### src/rtl/pong_score_ctrl_if.sv
// Purpose: groups the handshake and status signals between the Pong ball
// stage / user input and the score controller.
// Signals:
//   in_ani_stb       one-cycle animation strobe, once per frame
//   in_left_score    sticky flag, left player has just scored
//   in_right_score   sticky flag, right player has just scored
//   in_serve         serve/restart button level (synchronised, debounced)
//   out_start        one-cycle pulse starting a ball round
//   out_ball_reset   one-cycle pulse re-centring the ball
//   out_left_points  left score
//   out_right_points right score
//   out_game_over    high while the game is over
//   out_winner       0 = left, 1 = right; valid while out_game_over = 1
//   out_state        current controller state code
// Modports: master drives the inputs and observes the outputs; slave is the
// controller side.
interface pong_score_ctrl_if;
    logic       in_ani_stb;
    logic       in_left_score;
    logic       in_right_score;
    logic       in_serve;
    logic       out_start;
    logic       out_ball_reset;
    logic [3:0] out_left_points;
    logic [3:0] out_right_points;
    logic       out_game_over;
    logic       out_winner;
    logic [2:0] out_state;

    modport master (
        output in_ani_stb, in_left_score, in_right_score, in_serve,
        input  out_start, out_ball_reset, out_left_points, out_right_points,
               out_game_over, out_winner, out_state
    );

    modport slave (
        input  in_ani_stb, in_left_score, in_right_score, in_serve,
        output out_start, out_ball_reset, out_left_points, out_right_points,
               out_game_over, out_winner, out_state
    );
endinterface

### src/rtl/pong_score_ctrl.sv
// Purpose: Pong game sequencing -- serve, scoring, inter-point delay and
// game-over handling.
// Ports:
//   in_clock   single clock for all logic
//   in_reset   synchronous, active-high reset
//   ctrl       pong_score_ctrl_if.slave bundle (strobe, score flags, serve
//              button in; start/ball-reset pulses, scores, game status out)
// Parameters:
//   WIN_POINTS   points that end a game (1..15)
//   SERVE_DELAY  animation strobes between a point and the next serve (1..255)
//
// state  | meaning
// -------+-------------------------------------------------------------
// IDLE   | waiting for a serve button press
// SERVE  | issue the one-cycle start pulse, then play
// PLAY   | ball in flight, watching for a score edge
// DELAY  | counting animation strobes before the next serve
// OVER   | a player reached WIN_POINTS; scores and winner frozen
module pong_score_ctrl #(
    parameter int WIN_POINTS  = 5,
    parameter int SERVE_DELAY = 120
) (
    input logic               in_clock,
    input logic               in_reset,
    pong_score_ctrl_if.slave  ctrl
);

    typedef enum logic [2:0] {
        ST_IDLE  = 3'd0,
        ST_SERVE = 3'd1,
        ST_PLAY  = 3'd2,
        ST_DELAY = 3'd3,
        ST_OVER  = 3'd4
    } state_t;

    localparam logic [3:0] WIN_L   = 4'(WIN_POINTS);
    localparam logic [7:0] DELAY_L = 8'(SERVE_DELAY);

    state_t     state_q;
    logic [3:0] left_pts_q;
    logic [3:0] right_pts_q;
    logic [7:0] delay_cnt_q;
    logic       start_q;
    logic       ball_reset_q;
    logic       boot_pulse_q;
    logic       winner_q;
    logic       serve_q;
    logic       left_q;
    logic       right_q;

    logic       serve_rise;
    logic       left_rise;
    logic       right_rise;
    logic [3:0] left_pts_d;
    logic [3:0] right_pts_d;

    assign serve_rise  = ctrl.in_serve       & ~serve_q;
    assign left_rise   = ctrl.in_left_score  & ~left_q;
    assign right_rise  = ctrl.in_right_score & ~right_q;
    assign left_pts_d  = left_pts_q  + 4'd1;
    assign right_pts_d = right_pts_q + 4'd1;

    always_ff @(posedge in_clock) begin
        if (in_reset) begin
            state_q      <= ST_IDLE;
            left_pts_q   <= 4'd0;
            right_pts_q  <= 4'd0;
            delay_cnt_q  <= 8'd0;
            start_q      <= 1'b0;
            ball_reset_q <= 1'b0;
            boot_pulse_q <= 1'b1;
            winner_q     <= 1'b0;
            // Track live levels so anything held through reset is not an edge.
            serve_q      <= ctrl.in_serve;
            left_q       <= ctrl.in_left_score;
            right_q      <= ctrl.in_right_score;
        end else begin
            serve_q      <= ctrl.in_serve;
            left_q       <= ctrl.in_left_score;
            right_q      <= ctrl.in_right_score;
            start_q      <= 1'b0;
            // Re-centre the ball once on the first cycle out of reset.
            ball_reset_q <= boot_pulse_q;
            boot_pulse_q <= 1'b0;

            case (state_q)
                ST_IDLE: begin
                    if (serve_rise) begin
                        state_q <= ST_SERVE;
                    end
                end

                ST_SERVE: begin
                    start_q <= 1'b1;
                    state_q <= ST_PLAY;
                end

                ST_PLAY: begin
                    // Left wins a tie between simultaneous edges.
                    if (left_rise) begin
                        if (left_pts_q < WIN_L) begin
                            left_pts_q <= left_pts_d;
                        end
                        if (left_pts_d == WIN_L) begin
                            winner_q <= 1'b0;
                            state_q  <= ST_OVER;
                        end else begin
                            delay_cnt_q <= DELAY_L;
                            state_q     <= ST_DELAY;
                        end
                    end else if (right_rise) begin
                        if (right_pts_q < WIN_L) begin
                            right_pts_q <= right_pts_d;
                        end
                        if (right_pts_d == WIN_L) begin
                            winner_q <= 1'b1;
                            state_q  <= ST_OVER;
                        end else begin
                            delay_cnt_q <= DELAY_L;
                            state_q     <= ST_DELAY;
                        end
                    end
                end

                ST_DELAY: begin
                    if (ctrl.in_ani_stb) begin
                        if (delay_cnt_q <= 8'd1) begin
                            delay_cnt_q <= 8'd0;
                            state_q     <= ST_SERVE;
                        end else begin
                            delay_cnt_q <= delay_cnt_q - 8'd1;
                        end
                    end
                end

                ST_OVER: begin
                    if (serve_rise) begin
                        left_pts_q   <= 4'd0;
                        right_pts_q  <= 4'd0;
                        ball_reset_q <= 1'b1;
                        state_q      <= ST_IDLE;
                    end
                end

                default: begin
                    state_q <= ST_IDLE;
                end
            endcase
        end
    end

    assign ctrl.out_start        = start_q;
    assign ctrl.out_ball_reset   = ball_reset_q;
    assign ctrl.out_left_points  = left_pts_q;
    assign ctrl.out_right_points = right_pts_q;
    assign ctrl.out_game_over    = (state_q == ST_OVER);
    assign ctrl.out_winner       = winner_q;
    assign ctrl.out_state        = state_q;

endmodule

### src/flat_wrapper.sv
// flat-port wrapper written by rule: the top's interface ports become plain ports
module pong_score_ctrl_flat 
#(
    parameter int WIN_POINTS  = 5,
    parameter int SERVE_DELAY = 120
)
  (in_clock, in_reset, ctrl_in_ani_stb, ctrl_in_left_score, ctrl_in_right_score, ctrl_in_serve, ctrl_out_start, ctrl_out_ball_reset, ctrl_out_left_points, ctrl_out_right_points, ctrl_out_game_over, ctrl_out_winner, ctrl_out_state);
  pong_score_ctrl_if ctrl_i ();
  input logic in_clock;
  input logic in_reset;
  input wire logic [$bits(ctrl_i.in_ani_stb)-1:0] ctrl_in_ani_stb;
  input wire logic [$bits(ctrl_i.in_left_score)-1:0] ctrl_in_left_score;
  input wire logic [$bits(ctrl_i.in_right_score)-1:0] ctrl_in_right_score;
  input wire logic [$bits(ctrl_i.in_serve)-1:0] ctrl_in_serve;
  output wire logic [$bits(ctrl_i.out_start)-1:0] ctrl_out_start;
  output wire logic [$bits(ctrl_i.out_ball_reset)-1:0] ctrl_out_ball_reset;
  output wire logic [$bits(ctrl_i.out_left_points)-1:0] ctrl_out_left_points;
  output wire logic [$bits(ctrl_i.out_right_points)-1:0] ctrl_out_right_points;
  output wire logic [$bits(ctrl_i.out_game_over)-1:0] ctrl_out_game_over;
  output wire logic [$bits(ctrl_i.out_winner)-1:0] ctrl_out_winner;
  output wire logic [$bits(ctrl_i.out_state)-1:0] ctrl_out_state;
  assign ctrl_i.in_ani_stb = ctrl_in_ani_stb;
  assign ctrl_i.in_left_score = ctrl_in_left_score;
  assign ctrl_i.in_right_score = ctrl_in_right_score;
  assign ctrl_i.in_serve = ctrl_in_serve;
  assign ctrl_out_start = ctrl_i.out_start;
  assign ctrl_out_ball_reset = ctrl_i.out_ball_reset;
  assign ctrl_out_left_points = ctrl_i.out_left_points;
  assign ctrl_out_right_points = ctrl_i.out_right_points;
  assign ctrl_out_game_over = ctrl_i.out_game_over;
  assign ctrl_out_winner = ctrl_i.out_winner;
  assign ctrl_out_state = ctrl_i.out_state;
  pong_score_ctrl #(.WIN_POINTS(WIN_POINTS), .SERVE_DELAY(SERVE_DELAY)) u_core (.in_clock(in_clock), .in_reset(in_reset), .ctrl(ctrl_i));
endmodule
### config.mk
export PLATFORM = sky130hd
export DESIGN_NAME = pong_score_ctrl_flat
export DESIGN_NICKNAME = d
export VERILOG_FILES = /design/src/rtl/pong_score_ctrl_if.sv /design/src/rtl/pong_score_ctrl.sv /design/src/flat_wrapper.sv
export SDC_FILE = /design/constraint.sdc
export NUM_CORES = 1
export LEC_CHECK = 0
export ABC_AREA = 1
export BUFFER_PORTS_ARGS = -buffer_cell sky130_fd_sc_hd__buf_4
export CAP_MARGIN = 20
export CORE_MARGIN = 3
export CORE_UTILIZATION = 34
export CTS_CLUSTER_SIZE = 28
export DETAILED_ROUTE_END_ITERATION = 8
export SYNTH_ARGS = -nofsm -noshare
export SYNTH_HDL_FRONTEND = slang
export SYNTH_SLANG_ARGS = --single-unit
export TNS_END_PERCENT = 1
### constraint.sdc
create_clock -name in_clock -period 2.35 [get_ports in_clock]
set_clock_uncertainty 0.1 [all_clocks]
set_input_delay 0.235 -clock in_clock [delete_from_list [all_inputs] [get_ports in_clock]]
set_output_delay 0.235 -clock in_clock [all_outputs]
set_load 0.005 [all_outputs]
Yosys cells after proc, flatten, opt, wreduce, memory -nomap -nowiden:

Index checks and enable logic that the tools add are counted.

* bitwise logic cells: 6
* magnitude comparators: 3
* div/mod/pow operators: 0
* add/sub/neg operators: 3
* shift-type cells: 0
* equal/unequal tests: 19
* reductions and logical operators: 10
* multiply operators: 0
* mux-type cells: 32

Operators by type and width (number)
* 2-to-1 mux 8 bit: 6
* 2-to-1 mux 3 bit: 8
* 2-to-1 mux 4 bit: 6
* case mux 4 bit (2 select lines): 2
* case mux 8 bit (2 select lines): 1
* case mux 3 bit (5 select lines): 1
* AND reduction 5 bit: 3
* != test 2 x 1 -> 1 bit (second input constant): 7
* adder 4 x 1 -> 4 bit (second input constant): 2
* == test 4 x 3 -> 1 bit (second input constant): 2
* less-or-equal comparator 8 x 1 -> 1 bit (second input constant): 1
* < comparator 4 x 3 -> 1 bit (second input constant): 2
* 2-to-1 mux 1 bit: 8
* AND reduction 4 bit: 2
* nonzero test 2 bit: 4
* subtractor 8 x 1 -> 8 bit (second input constant): 1
* == test 3 x 2 -> 1 bit (second input constant): 2
* != test 2 bit (second input constant): 3
* AND 1 bit: 3
* == test 3 x 1 -> 1 bit (second input constant): 1
* == test 3 bit (second input constant): 1
* logical NOT 3 bit: 1
* != test 3 x 1 -> 1 bit (second input constant): 1
* != test 3 x 2 -> 1 bit (second input constant): 1
* other kinds (2): 4

* memory bits (read-only): 0
* flip-flop bits (word level): 26
* memories kept: 0
* bits in latches: 0
* output and inout bits: 15
* logic and storage cells: 84
* RAM bits: 0
* input bits: 6

Longest topological paths before layout:

* word-level depth: 6
* gate-level depth with buffers: 12
* gate-level depth less buffers: 12

Worst setup path before layout:

Ideal clock, no wire load.

* path kind: flip-flop to flip-flop
* from: register u_core.right_pts_q[0], in the netlist u_core.ctrl.out_right_points[0]
* to: register u_core.delay_cnt_q[3]
* arrival time: 1353 ps
* data required time: 2137 ps
* slack: 784 ps
* stages on the path, launching flop included: 13
* clock period less this slack: 1566 ps
* buffers on the path: 0
* setup time: 113 ps
* path through: dfxtp_1 -> ha_1 -> inv_1 -> nand2_1 -> nand2_1 -> nor2_1 -> nand3_1 -> nand2_1 -> nand2_2 -> nand2_4 -> inv_2 -> nor2_1 -> nor2_1

* word-level cells in the longest chain between the ends: 4

RTL lines
* from (decl): RTL line pong_score_ctrl.sv:41 `logic [3:0] right_pts_q;`
* from (signal assigned): RTL line pong_score_ctrl.sv:113 `right_pts_q <= right_pts_d;`
* adder 4 x 1 -> 4 bit: RTL line pong_score_ctrl.sv:61 `assign right_pts_d = right_pts_q + 4'd1;`
* == test 4 x 3 -> 1 bit: RTL line pong_score_ctrl.sv:115 `if (right_pts_d == WIN_L) begin`
* != test 3 x 2 -> 1 bit (no source line)
* AND reduction 5 bit (no source line)
* to (signal assigned): RTL line pong_score_ctrl.sv:131 `delay_cnt_q <= delay_cnt_q - 8'd1;`
* to (decl): RTL line pong_score_ctrl.sv:42 `logic [7:0] delay_cnt_q;`

Every way passes these cells.
A chain may end at the register's enable or synchronous reset.

Worst setup path in the final report:

* from: register u_core.state_q[1], in the netlist u_core.ctrl.out_state[1]
* to: output port ctrl_out_game_over

* word-level cells in the longest chain between the ends: 1

RTL lines
* from (decl): RTL line pong_score_ctrl.sv:39 `state_t state_q;`
* from (signal assigned): RTL line pong_score_ctrl.sv:65 `state_q <= ST_IDLE;`
* from (signal assigned): RTL line pong_score_ctrl.sv:89 `state_q <= ST_SERVE;`
* from (signal assigned): RTL line pong_score_ctrl.sv:95 `state_q <= ST_PLAY;`
* == test 3 bit: RTL line pong_score_ctrl.sv:156 `assign ctrl.out_game_over = (state_q == ST_OVER);`
* to (decl): RTL line flat_wrapper.sv:19 `output wire logic [$bits(ctrl_i.out_game_over)-1:0] ctrl_out_game_over;`

Every way passes these cells.

==> impl_metrics.ini <==
[status]
outcome = finished, final reports clean

[synth]
syn_inst = 225
async_reset_ff_share_pct = 0
synth_edf_count = 0
synth_nets = 237
yosysSeqAreaShare_pct = 35.16
synth_top_flop_cell = dfxtp_1
yosys_warnings = 0
synth_area_um2 = 1480
synth_area_leaders = dfxtp_1 (35%), nand2_1 (14%), nor2_1 (9.4%), inv_1 (7.6%), nand3_1 (5.7%)
synth_largest_area_cell = dfxtp_1
syn_avg_cell_area_um2 = 6.579
yosysTopAreaCellShare_pct = 35.16
synth.ff_latch_count = 26
synth.distinct_cells = 26

[die]
die_h_um = 71.98
fp.dieW_um = 71.98
dieArea_um2 = 5181
num_rows = 23
io_pins = 21
core-area_um2 = 4086
initial_core_util_pct = 36.22

[final_layout]
multiInputGateArea_um2 = 824.5
nFillCells = 451
regArea_um2 = 520.5
drive_gt1_share_pct = 14.06
mostFrequentLayoutCells = nand2_1 (55), nor2_1 (37), inv_1 (30)
diodes = 0
finalNetCount = 263
synthToLayoutAreaGrowth_pct = 18.68
final_common_cell = nand2_1

[setup_path]
arrival_ns = 1.50
max_stage_delay_ns = 0.45
r2r_start = u_core.ctrl.out_right_points[0]
cp.required_ns = 2.02
cp-start-kind = register
crit_type = reg -> out
rrSetupSlack_ns = 0.60
crit_family = buffers and inverters
rr_endpoint = u_core.delay_cnt_q[4]
worst-path-buf-inv = 2
endpoint_kind = output port
slowest_stage = dfxtp_1
path_max_fanout = 9
worstRegToRegCells = 12
path_cells = nor2_1, nand2_1, clkinv_1, buf_4

[clocking]
clock_latency_ns = 0.27
cts.sink_count = 26
clk_path_buf_depth = 2
post_cts_buffers = 0
cts_tree = built
cts_made_buffers = 3
cts-root-buf = clkbuf_8
htree_levels = 1
post_cts_resized = 0
clkTransAtPathRegs_ns = 0.09

[hold_path]
holdPathEnd = u_core.boot_pulse_q
holdPathStages = 1
min_from = in_reset
hp-class = in -> reg

[placement]
pre_cts_slack_ns = 0.6040
place_congestion = 0.7943
dp_hpwl_mm = 2.423
io_buffers = 20

[drt]
first_pass_iters = 4
postRouteAntennaNets = 0
met1_length_mm = 1.584
num_vias = 1427
dr_wl_met2_mm = 1.414
drt_iter0_drc = 91
top_layer_used = met4
met3_length_um = 121
wl_per_cell_um = 10.51
drc_errors = 0
viasPerCell = 4.773
wirelength_mm = 3.143

[sta]
fin_crit_ns = 1.833
setup_violations = 0
finalCritPeriodShare_pct = 78.01
setup_ws_ns = 0.5168
slew-limit-headroom_pct = 78.93
finalSetupTns_ns = 0
hold_violations = 0
timing.fmax_mhz = 545.5
rsz0062_at_grt = false
worst_pin_slew_ns = 0.3158
drv_slew = 0

[grt]
grt_pass1_vias = 1294
grt_max_degree = 14
antenna_found_initial = 0
overflow = 0
grt_use_total_pct = 13.48
grt_pass1_wl_mm = 5.692

[power]
leakagePower_nw = 0.8270
p_per_area_nw_per_um2 = 1021
irDropWorstVdd_mv = 0.4134

[job]
drv_cap = 0
## worst register-to-register path, delay by kind of cell, from the launching register on
| kind | cells | cell delay (ns) |
|---|---|---|
| and+or+nand+nor | 9 | 0.83 |
| buffers and inverters | 2 | 0.10 |
| adders and majority gates | 1 | 0.20 |
| DFF | 1 | 0.42 |
## repair_timing
item | 4_1_cts | 5_1_grt
endpoints found under the hold margin | 3 | 0
hold buffers | 3 | 0
setup endpoints to repair | 0 | 0
## sequential cells by signal, summed over array words and instances (netlist names)
name and cells:
u_core.ctrl.out_left_points 4, u_core.ctrl.out_winner 1, u_core.boot_pulse_q 1, u_core.serve_q 1, u_core.ctrl.out_ball_reset 1, u_core.right_q 1
u_core.ctrl.out_right_points 4, u_core.left_q 1, u_core.delay_cnt_q 8, u_core.ctrl.out_state 3, u_core.ctrl.out_start 1
## per-stage QoR
step | area [µm²] | hold WS [ns] | std cells | power [mW] | util (%)
floorplan | 1480 | 0.1627 | 225 | 1.310 | -
global placement | 1685 | 0.2490 | 293 | 1.553 | 41.24
detailed placement | 1685 | 0.2494 | 293 | 1.543 | 41.24
CTS | 1757 | 0.08846 | 299 | 1.804 | 42.99
global route | 1757 | 0.07990 | 299 | 1.980 | 42.99
finish | 1757 | 0.09075 | 299 | 1.794 | 42.99
## synthesized netlist by cell type, drive strengths merged, types with 2 or more instances
cell type,number
inv,33
nor2,40
ha,6
nand3,17
o21ai,15
nor3,2
clkbuf,2
nand2,59
xor2,3
dfxtp,26
nand4,4
a21oi,11
## worst max-delay path by stage
| stage | from | to | slack, ns | depth (start not counted) |
|---|---|---|---|---|
| floorplan | u_core.ctrl.out_right_points[0] | u_core.delay_cnt_q[3] | 0.78 | 12 |
| global placement | u_core.ctrl.out_right_points[0] | u_core.delay_cnt_q[0] | 0.62 | 12 |
| detailed placement | u_core.ctrl.out_right_points[0] | u_core.delay_cnt_q[4] | 0.60 | 12 |
| CTS | u_core.ctrl.out_state[1] | ctrl_out_game_over | 0.50 | 4 |
| global route | u_core.ctrl.out_state[1] | ctrl_out_game_over | 0.36 | 4 |
| finish | u_core.ctrl.out_state[1] | ctrl_out_game_over | 0.52 | 4 |
## routing by layer
layer	global-route usage, %	vias to the layer above
met5	0	-
met2	21.63	27
met4	4.384	0
li1	-	759
met1	18.03	639
met3	2.909	2
## power by group
group / total, mW / switching (mW) / internal, mW
clock network: 0.255 / 0.140 / 0.115
logic: 0.889 / 0.530 / 0.359
registers: 0.650 / 0.109 / 0.541
## area by class of cell
cell class | instances | share of cell area [%]
tap | 50 | 3.561
multi-input combinational | 163 | 46.94
inverter | 34 | 7.265
timing repair buffer | 23 | 10.26
clock buffer | 3 | 2.350
sequential | 26 | 29.63
## cell families (layout without fill, tap and decap cells)
kind of cell / Yosys count / after routing / synth area share [%]
AND/OR/NAND/NOR: 123 / 123 / 36.52
buffers and inverters: 36 / 60 / 9.129
AO/OA/AOI/OAI: 30 / 30 / 11.75
flip-flops: 26 / 26 / 35.16
adder cells (fa/ha/maj): 6 / 6 / 5.072
XOR/XNOR: 4 / 4 / 2.367
No activity file was read; power rests on OpenSTA's default activity.
